### config.mk
export PLATFORM = sky130hd
export DESIGN_NAME = pipe_trace_monitor
export DESIGN_NICKNAME = d
export VERILOG_FILES = /design/src/rtl/trace_pkg.sv /design/src/rtl/trace_fifo.sv /design/src/rtl/pipe_trace_monitor.sv
export SDC_FILE = /design/constraint.sdc
export NUM_CORES = 2
export LEC_CHECK = 0
export BUFFER_PORTS_ARGS = -buffer_cell sky130_fd_sc_hd__buf_2
export CAP_MARGIN = 20
export CORE_MARGIN = 8
export CORE_UTILIZATION = 61
export DETAILED_ROUTE_END_ITERATION = 8
export GPL_ROUTABILITY_DRIVEN = 0
export PLACE_DENSITY = 0.79
export RECOVER_POWER = 50
export SKIP_LAST_GASP = 1
export SYNTH_ARGS = -nofsm -noshare
export SYNTH_HDL_FRONTEND = slang
export SYNTH_HIERARCHICAL = 1
export SYNTH_SLANG_ARGS = --single-unit
### constraint.sdc
create_clock -name clk -period 7.3 [get_ports clk]
set_clock_uncertainty 0.2 [all_clocks]
set_input_delay 1.095 -clock clk [delete_from_list [all_inputs] [get_ports clk]]
set_output_delay 1.095 -clock clk [all_outputs]
set_load 0.005 [all_outputs]
### src/rtl/trace_pkg.sv
// Shared types for the pipeline trace monitor: entry/event codes, FSM states
// and the trace entry layout at the core's native widths.
package trace_pkg;

  localparam int TR_PC_W   = 16;
  localparam int TR_ADDR_W = 16;
  localparam int TR_DATA_W = 16;

  typedef enum logic [1:0] {
    TR_REG   = 2'd0,
    TR_MEM   = 2'd1,
    TR_HALT  = 2'd2,
    TR_EVENT = 2'd3
  } tr_type_e;

  localparam int EV_TIMEOUT = 1;
  localparam int EV_HANG    = 2;

  typedef enum logic [1:0] {
    ST_IDLE  = 2'd0,
    ST_RUN   = 2'd1,
    ST_DRAIN = 2'd2,
    ST_DONE  = 2'd3
  } mon_state_e;

  typedef struct packed {
    tr_type_e               typ;
    logic [TR_PC_W-1:0]     pc;
    logic [TR_ADDR_W-1:0]   addr;
    logic [TR_DATA_W-1:0]   data;
  } trace_entry_t;

endpackage

### src/rtl/trace_fifo.sv
// Dual-push, single-pop trace FIFO; head entry read straight from the flop
// array, free-slot count exported so the writer can decide what to drop.
module trace_fifo #(
  parameter int W     = 50,
  parameter int DEPTH = 16
) (
  input  logic                     clk,
  input  logic                     reset_n,
  input  logic                     push0,
  input  logic [W-1:0]             din0,
  input  logic                     push1,
  input  logic [W-1:0]             din1,
  input  logic                     pop,
  output logic                     valid,
  output logic [W-1:0]             dout,
  output logic [$clog2(DEPTH):0]   free
);
  localparam int AW = $clog2(DEPTH);

  logic [AW:0]              wptr_q, wptr_d, rptr_q, rptr_d, wptr_nx;
  logic [DEPTH-1:0][W-1:0]  mem_q, mem_d;
  logic                     full;

  always_comb begin
    full    = (wptr_q[AW] != rptr_q[AW]) && (wptr_q[AW-1:0] == rptr_q[AW-1:0]);
    valid   = (wptr_q != rptr_q);
    // A same-cycle pop never frees room for this cycle's pushes.
    free    = full ? '0 : (AW+1)'(DEPTH) - (wptr_q - rptr_q);
    dout    = mem_q[rptr_q[AW-1:0]];
    wptr_nx = wptr_q + (AW+1)'(1);
    mem_d   = mem_q;
    if (push0) mem_d[wptr_q[AW-1:0]]  = din0;
    if (push1) mem_d[wptr_nx[AW-1:0]] = din1;
    wptr_d  = wptr_q + (AW+1)'(push0) + (AW+1)'(push1);
    rptr_d  = rptr_q + (AW+1)'(pop && valid);
  end

  always_ff @(posedge clk or negedge reset_n) begin
    if (!reset_n) begin
      wptr_q <= '0;
      rptr_q <= '0;
      mem_q  <= '0;
    end else begin
      wptr_q <= wptr_d;
      rptr_q <= rptr_d;
      mem_q  <= mem_d;
    end
  end

endmodule

### src/rtl/pipe_trace_monitor.sv
// Execution-trace monitor: captures REG/MEM writes plus HALT/EVENT markers
// into a trace FIFO, with a cycle watchdog and a stall-hang detector.
module pipe_trace_monitor
  import trace_pkg::*;
#(
  parameter int PC_W           = 16,
  parameter int ADDR_W         = 16,
  parameter int DATA_W         = 16,
  parameter int DEPTH          = 16,
  parameter int TIMEOUT_CYCLES = 200,
  parameter int STALL_LIMIT    = 8
) (
  input  logic                            clk,
  input  logic                            reset_n,
  input  logic                            enable,
  input  logic                            wb_valid,
  input  logic [2:0]                      wb_rd,
  input  logic [DATA_W-1:0]               wb_data,
  input  logic [PC_W-1:0]                 wb_pc,
  input  logic                            mem_we,
  input  logic [ADDR_W-1:0]               mem_addr,
  input  logic [DATA_W-1:0]               mem_wdata,
  input  logic [PC_W-1:0]                 mem_pc,
  input  logic                            stall,
  input  logic                            halt,
  output logic                            tr_valid,
  input  logic                            tr_ready,
  output logic [2+PC_W+ADDR_W+DATA_W-1:0] tr_data,
  output logic                            done,
  output logic                            timeout,
  output logic                            hang,
  output logic [31:0]                     cycle_count,
  output logic [31:0]                     retired_count,
  output logic [15:0]                     drop_count
);
  localparam int EW = 2 + PC_W + ADDR_W + DATA_W;
  localparam int AW = $clog2(DEPTH);
  localparam int SW = $clog2(STALL_LIMIT + 1);

  mon_state_e          state_q, state_d;
  logic                run_act, halt_fire, to_fire, hang_fire;
  logic [31:0]         cycle_count_q, cycle_count_d, retired_count_q, retired_count_d;
  logic [15:0]         drop_count_q, drop_count_d;
  logic [16:0]         drop_sum;
  logic [SW-1:0]       stall_cnt_q, stall_cnt_d;
  logic                timeout_q, timeout_d, hang_q, hang_d;
  logic                hang_pend_q, hang_pend_d, end_pend_q, end_pend_d;
  logic [EW-1:0]       hang_ent_q, hang_ent_d, end_ent_q, end_ent_d;
  logic [3:0][EW-1:0]  cand;
  logic [3:0]          cand_v, taken;
  logic [1:0]          lim, n_push, n_drop;
  logic                push0, push1;
  logic [EW-1:0]       din0, din1;
  logic [AW:0]         free;

  always_ff @(posedge clk or negedge reset_n) begin
    if (!reset_n) state_q <= ST_IDLE;
    else          state_q <= state_d;
  end

  always_comb begin
    state_d = state_q;
    case (state_q)
      ST_IDLE:  if (enable) state_d = ST_RUN;
      ST_RUN:   if (halt_fire || to_fire) state_d = ST_DRAIN;
      ST_DRAIN: if (!tr_valid && !hang_pend_q && !end_pend_q) state_d = ST_DONE;
      default:  ;
    endcase
  end

  always_comb begin
    run_act = (state_q == ST_RUN) && enable;
    done    = (state_q == ST_DONE);
  end

  always_comb begin
    halt_fire = run_act && halt;
    to_fire   = run_act && !halt && (cycle_count_q + 32'd1 == 32'(TIMEOUT_CYCLES));
    // A second hang waits at LIMIT-1 until the previous marker has left the pending slot.
    hang_fire = run_act && stall && !hang_pend_q && (stall_cnt_q == SW'(STALL_LIMIT - 1));
    cycle_count_d   = run_act ? cycle_count_q + 32'd1 : cycle_count_q;
    retired_count_d = retired_count_q + 32'(run_act && wb_valid);
    stall_cnt_d     = stall_cnt_q;
    if (run_act) begin
      if (!stall) stall_cnt_d = '0;
      else if (stall_cnt_q < SW'(STALL_LIMIT - 1) || hang_fire) stall_cnt_d = stall_cnt_q + SW'(1);
    end

    cand[0] = hang_ent_q;                                     cand_v[0] = hang_pend_q;
    cand[1] = end_ent_q;                                      cand_v[1] = end_pend_q;
    cand[2] = {TR_REG, wb_pc, ADDR_W'(wb_rd), wb_data};       cand_v[2] = run_act && wb_valid;
    cand[3] = {TR_MEM, mem_pc, mem_addr, mem_wdata};          cand_v[3] = run_act && mem_we;
    lim = (free >= (AW+1)'(2)) ? 2'd2 : free[1:0];

    n_push = '0;
    push0  = 1'b0;
    push1  = 1'b0;
    din0   = '0;
    din1   = '0;
    taken  = '0;
    for (int i = 0; i < 4; i++) begin
      if (cand_v[i] && n_push < lim) begin
        if (n_push == 2'd0) begin push0 = 1'b1; din0 = cand[i]; end
        else                begin push1 = 1'b1; din1 = cand[i]; end
        taken[i] = 1'b1;
        n_push   = n_push + 2'd1;
      end
    end

    n_drop       = 2'(cand_v[2] && !taken[2]) + 2'(cand_v[3] && !taken[3]);
    drop_sum     = {1'b0, drop_count_q} + 17'(n_drop);
    drop_count_d = drop_sum[16] ? 16'hFFFF : drop_sum[15:0];

    hang_pend_d = (hang_pend_q && !taken[0]) || hang_fire;
    hang_ent_d  = hang_fire ? {TR_EVENT, PC_W'(0), ADDR_W'(EV_HANG), cycle_count_d[DATA_W-1:0]}
                            : hang_ent_q;
    end_pend_d  = (end_pend_q && !taken[1]) || halt_fire || to_fire;
    end_ent_d   = end_ent_q;
    if (halt_fire)    end_ent_d = {TR_HALT, wb_pc, ADDR_W'(0), DATA_W'(0)};
    else if (to_fire) end_ent_d = {TR_EVENT, PC_W'(0), ADDR_W'(EV_TIMEOUT), cycle_count_d[DATA_W-1:0]};
    timeout_d = timeout_q || to_fire;
    hang_d    = hang_q || hang_fire;
  end

  always_ff @(posedge clk or negedge reset_n) begin
    if (!reset_n) begin
      cycle_count_q   <= '0;
      retired_count_q <= '0;
      drop_count_q    <= '0;
      stall_cnt_q     <= '0;
      timeout_q       <= 1'b0;
      hang_q          <= 1'b0;
      hang_pend_q     <= 1'b0;
      end_pend_q      <= 1'b0;
      hang_ent_q      <= '0;
      end_ent_q       <= '0;
    end else begin
      cycle_count_q   <= cycle_count_d;
      retired_count_q <= retired_count_d;
      drop_count_q    <= drop_count_d;
      stall_cnt_q     <= stall_cnt_d;
      timeout_q       <= timeout_d;
      hang_q          <= hang_d;
      hang_pend_q     <= hang_pend_d;
      end_pend_q      <= end_pend_d;
      hang_ent_q      <= hang_ent_d;
      end_ent_q       <= end_ent_d;
    end
  end

  trace_fifo #(.W(EW), .DEPTH(DEPTH)) u_fifo (
    .clk     (clk),
    .reset_n (reset_n),
    .push0   (push0),
    .din0    (din0),
    .push1   (push1),
    .din1    (din1),
    .pop     (tr_ready),
    .valid   (tr_valid),
    .dout    (tr_data),
    .free    (free)
  );

  assign cycle_count   = cycle_count_q;
  assign retired_count = retired_count_q;
  assign drop_count    = drop_count_q;
  assign timeout       = timeout_q;
  assign hang          = hang_q;

endmodule

==> impl_metrics.json <==
{
  "outcome": "finished with violations",
  "violations": "capacitance limit, slew limit",
  "finalCritPeriodShare": 0.972,
  "die_h_um": 310,
  "p_sw_frac": 0.385,
  "die_w_um": 310,
  "wire_per_inst_um": 25.5,
  "rr_startpoint": "u_fifo/wptr_q[3]",
  "cp.arrival_ns": 7.43,
  "grt_pass1_vias": 42800,
  "grt_max_degree": 158,
  "tritoncts.num_buffers": 99,
  "drtIter0Drc": 5571,
  "internal_power_mw": 13.9,
  "cts-root-buf": "clkbuf_16",
  "grt_usage": 0.339,
  "syn-num-nets": 5462,
  "fin_nets": 5416,
  "mappedNetlistArea_um2": 52700,
  "rsz0062_at_grt": "true",
  "synth_edf_count": 0,
  "clock_sinks": 951,
  "core-area_um2": 86200,
  "hold_viol_final": 0,
  "final_cell_area_um2": 58700,
  "worst_slew_pin_slew_ns": 3.35,
  "p_per_area_nw_per_um2": 385,
  "fin_hold_ws_ns": 0.265,
  "start_util": 0.612,
  "fillers": 6416,
  "place_inst": 6333,
  "h-tree-depth": 3,
  "ant_nets": 0,
  "die-area_um2": 96100,
  "ios": 225,
  "pwr-share-comb": 0.409,
  "gr-total-overflow": 0,
  "maxSlewHeadroom": -1.23,
  "startpoint": "u_fifo/wptr_q[3]",
  "cap_viol_max_count": 8,
  "required_ns": 7.64,
  "antenna_found_initial": 15,
  "clkTransAtPathRegs_ns": 0.06,
  "synth-seq-area-share": 0.451,
  "fp-row-count": 108,
  "drive_gt1_frac": 0.142,
  "hp-class": "reg2reg",
  "numPortBuffers": 224,
  "syn_to_final_growth_pct": 11.3,
  "yosysUniqueCellTypes": 78,
  "startpoint_type": "flop",
  "setup_viol": 0,
  "vdd_drop_max_mv": 0.375,
  "p_clk_frac": 0.236,
  "ys_warn_count": 6,
  "first_pass_iters": 6,
  "yosys_register_bits": 951,
  "drc": 0,
  "wirelength_mm": 167,
  "hp-start": "timeout",
  "fin_cells": 6544,
  "p_leak_nw": 30.0,
  "fmax_mhz": 141,
  "critPathKind": "reg2reg",
  "crit_path_end_kind": "flop",
  "vias": 43400,
  "grt_pass1_wl_mm": 254,
  "clock_latency_ns": 0.68,
  "synthArstFlopShare": 1.00,
  "fin_crit_ns": 7.10,
  "place_area_um2": 55100,
  "via_per_inst": 6.63,
  "p_sw_mw": 8.71,
  "cts_buffer_depth": 3,
  "syn_inst": 5342,
  "hpwl_mm": 96.9,
  "syn_avg_cell_area_um2": 9.87,
  "tritoncts": "yes",
  "path_max_fanout": 34,
  "drv_slew": 966,
  "seqPwrFrac": 0.354,
  "synth_ff_type": "dfrtp_1"
}
-- cells in the final DEF, fill, tap and decap left out, drive strengths merged, types with 15 or more instances in the layout --
master / instances
nand3: 51
and3: 81
a21oi: 610
o21ai: 397
buf: 403
a221oi: 101
xor2: 31
mux2: 15
a22oi: 52
dfrtp: 951
clkbuf: 158
a22o: 16
inv: 41
mux2i: 1005
ha: 26
nor3: 20
mux4: 100
clkinv: 16
nor2: 598
xnor2: 50
nand2: 453
a221o: 16
and2: 37
nand4: 21
-- repair_timing --
| item | CTS | global route |
|---|---|---|
| gates cloned | 0 | 1 |
| setup endpoints to repair | 38 | 739 |
| pin swaps | 0 | 3 |
| hold buffers | 0 | 0 |
| resized for setup | 1 | 13 |
| setup buffers | 0 | 7 |
-- power groups by stage --
stage / combinational [mW] / sequential, mW / clock, mW
finish: 9.25 / 8.01 / 5.34
global route: 9.82 / 8.18 / 5.58
CTS: 9.04 / 7.98 / 5.37
detailed placement: 8.98 / 8.04 / 0
global placement: 8.69 / 7.95 / 0
floorplan: 6.20 / 7.71 / 0
-- state kept, by name, indices dropped and copies added (netlist names) --
signal         cells
cycle_count       32
drop_count        16
end_ent_q         34
end_pend_q         1
hang               1
hang_ent_q        17
hang_pend_q        1
retired_count     32
stall_cnt_q        4
state_q            2
timeout            1
u_fifo/mem_q     800
u_fifo/rptr_q      5
u_fifo/wptr_q      5
-- worst max-delay path, stage by stage, from the launching register on --
cell	delay, ns
dfrtp_2	0.50
inv_1	0.11
ha_1	0.34
ha_1	0.32
a21oi_1	0.19
xor2_1	0.21
mux2i_1	0.10
or4_4	0.45
clkinv_2	0.13
o21ai_0	0.14
nand2_1	0.24
inv_1	0.10
ha_1	0.33
nand2b_1	0.17
a211oi_2	0.37
o21ai_4	0.15
a21oi_2	0.27
inv_1	0.07
ha_1	0.28
inv_1	0.07
a31oi_2	0.07
a2111oi_4	0.45
a211o_1	0.21
nor2b_1	0.15
buf_4	0.21
and2_4	0.53
buf_4	0.42
o21ai_0	0.16
-- path summary, 6_finish.rpt --
path / end / slack, ns / cells past startpoint
max: u_fifo/mem_q[196] / 0.20 / 27
min: timeout / 0.27 / 1
max reg2reg: u_fifo/mem_q[196] / 0.20 / 27
min reg2reg: timeout / 0.27 / 1
max in group asynchronous: u_fifo/mem_q[25] / 1.09 / 2
min in group asynchronous: drop_count[10] / 1.18 / 1
-- per-stage QoR --
stage / TNS (ns) / setup WS [ns] / power, mW / utilization
after floorplan: 0 / 0.554 / 13.9 / -
after global placement: 0 / 0.205 / 16.6 / 0.638
after detailed placement: -0.0662 / -0.0463 / 17.0 / 0.640
after CTS: 0 / 0.00325 / 22.4 / 0.679
after global routing: -1.86 / -0.0926 / 23.6 / 0.680
final: 0 / 0.203 / 22.6 / 0.681
-- logic make-up after synthesis --
logic type                 after synthesis  synth area share
and+or+nand+nor                       1327             0.108
xor gates and xnor gates                81            0.0136
buffers and inverters                  599            0.0497
AOI/OAI and AO/OA                     1235             0.133
adders and majority gates               29           0.00731
muxes                                 1120             0.237
DFF                                    951             0.451
-- layout make-up --
| class | count | area (um^2) | area share |
|---|---|---|---|
| Antenna cell | 13 | 32.5 | 0.000554 |
| Clock buffer | 146 | 2940 | 0.0501 |
| Clock inverter | 35 | 490 | 0.00836 |
| Inverter | 37 | 140 | 0.00239 |
| Multi-Input combinational cell | 3792 | 26600 | 0.453 |
| Sequential cell | 951 | 23800 | 0.406 |
| Tap cell | 1155 | 1450 | 0.0246 |
| Timing Repair Buffer | 415 | 3240 | 0.0552 |
-- per-layer routing --
layer / track usage / vias up / wire length (um)
met5: 0 / - / 0
met3: 0.0653 / 615 / 17800
met2: 0.535 / 2769 / 77000
li1: - / 18800 / -
met4: 0.171 / 0 / 9380
met1: 0.449 / 21200 / 62700
-- cells in the mapped netlist, types with 16 or more instances --
library cell / n / share of area
dfrtp_1: 951 / 0.45
nor2_1: 588 / 0.042
mux2i_1: 1005 / 0.19
buf_2: 126 / 0.012
nand4_1: 21 / 0.0025
buf_1: 22 / 0.0016
xor2_1: 30 / 0.0050
mux4_2: 100 / 0.043
and2_1: 36 / 0.0043
ha_1: 26 / 0.0062
nand2_1: 453 / 0.032
inv_1: 36 / 0.0026
a22oi_1: 52 / 0.0074
o21ai_0: 216 / 0.021
a221oi_1: 101 / 0.017
a21oi_1: 609 / 0.058
clkbuf_1: 362 / 0.026
a22o_1: 16 / 0.0027
o21ai_1: 180 / 0.017
and3_1: 81 / 0.0096
a221o_1: 16 / 0.0030
buf_4: 44 / 0.0063
xnor2_1: 50 / 0.0083
nand3_1: 50 / 0.0047
nor3_1: 19 / 0.0018
Power figures use the tool's default switching activity.
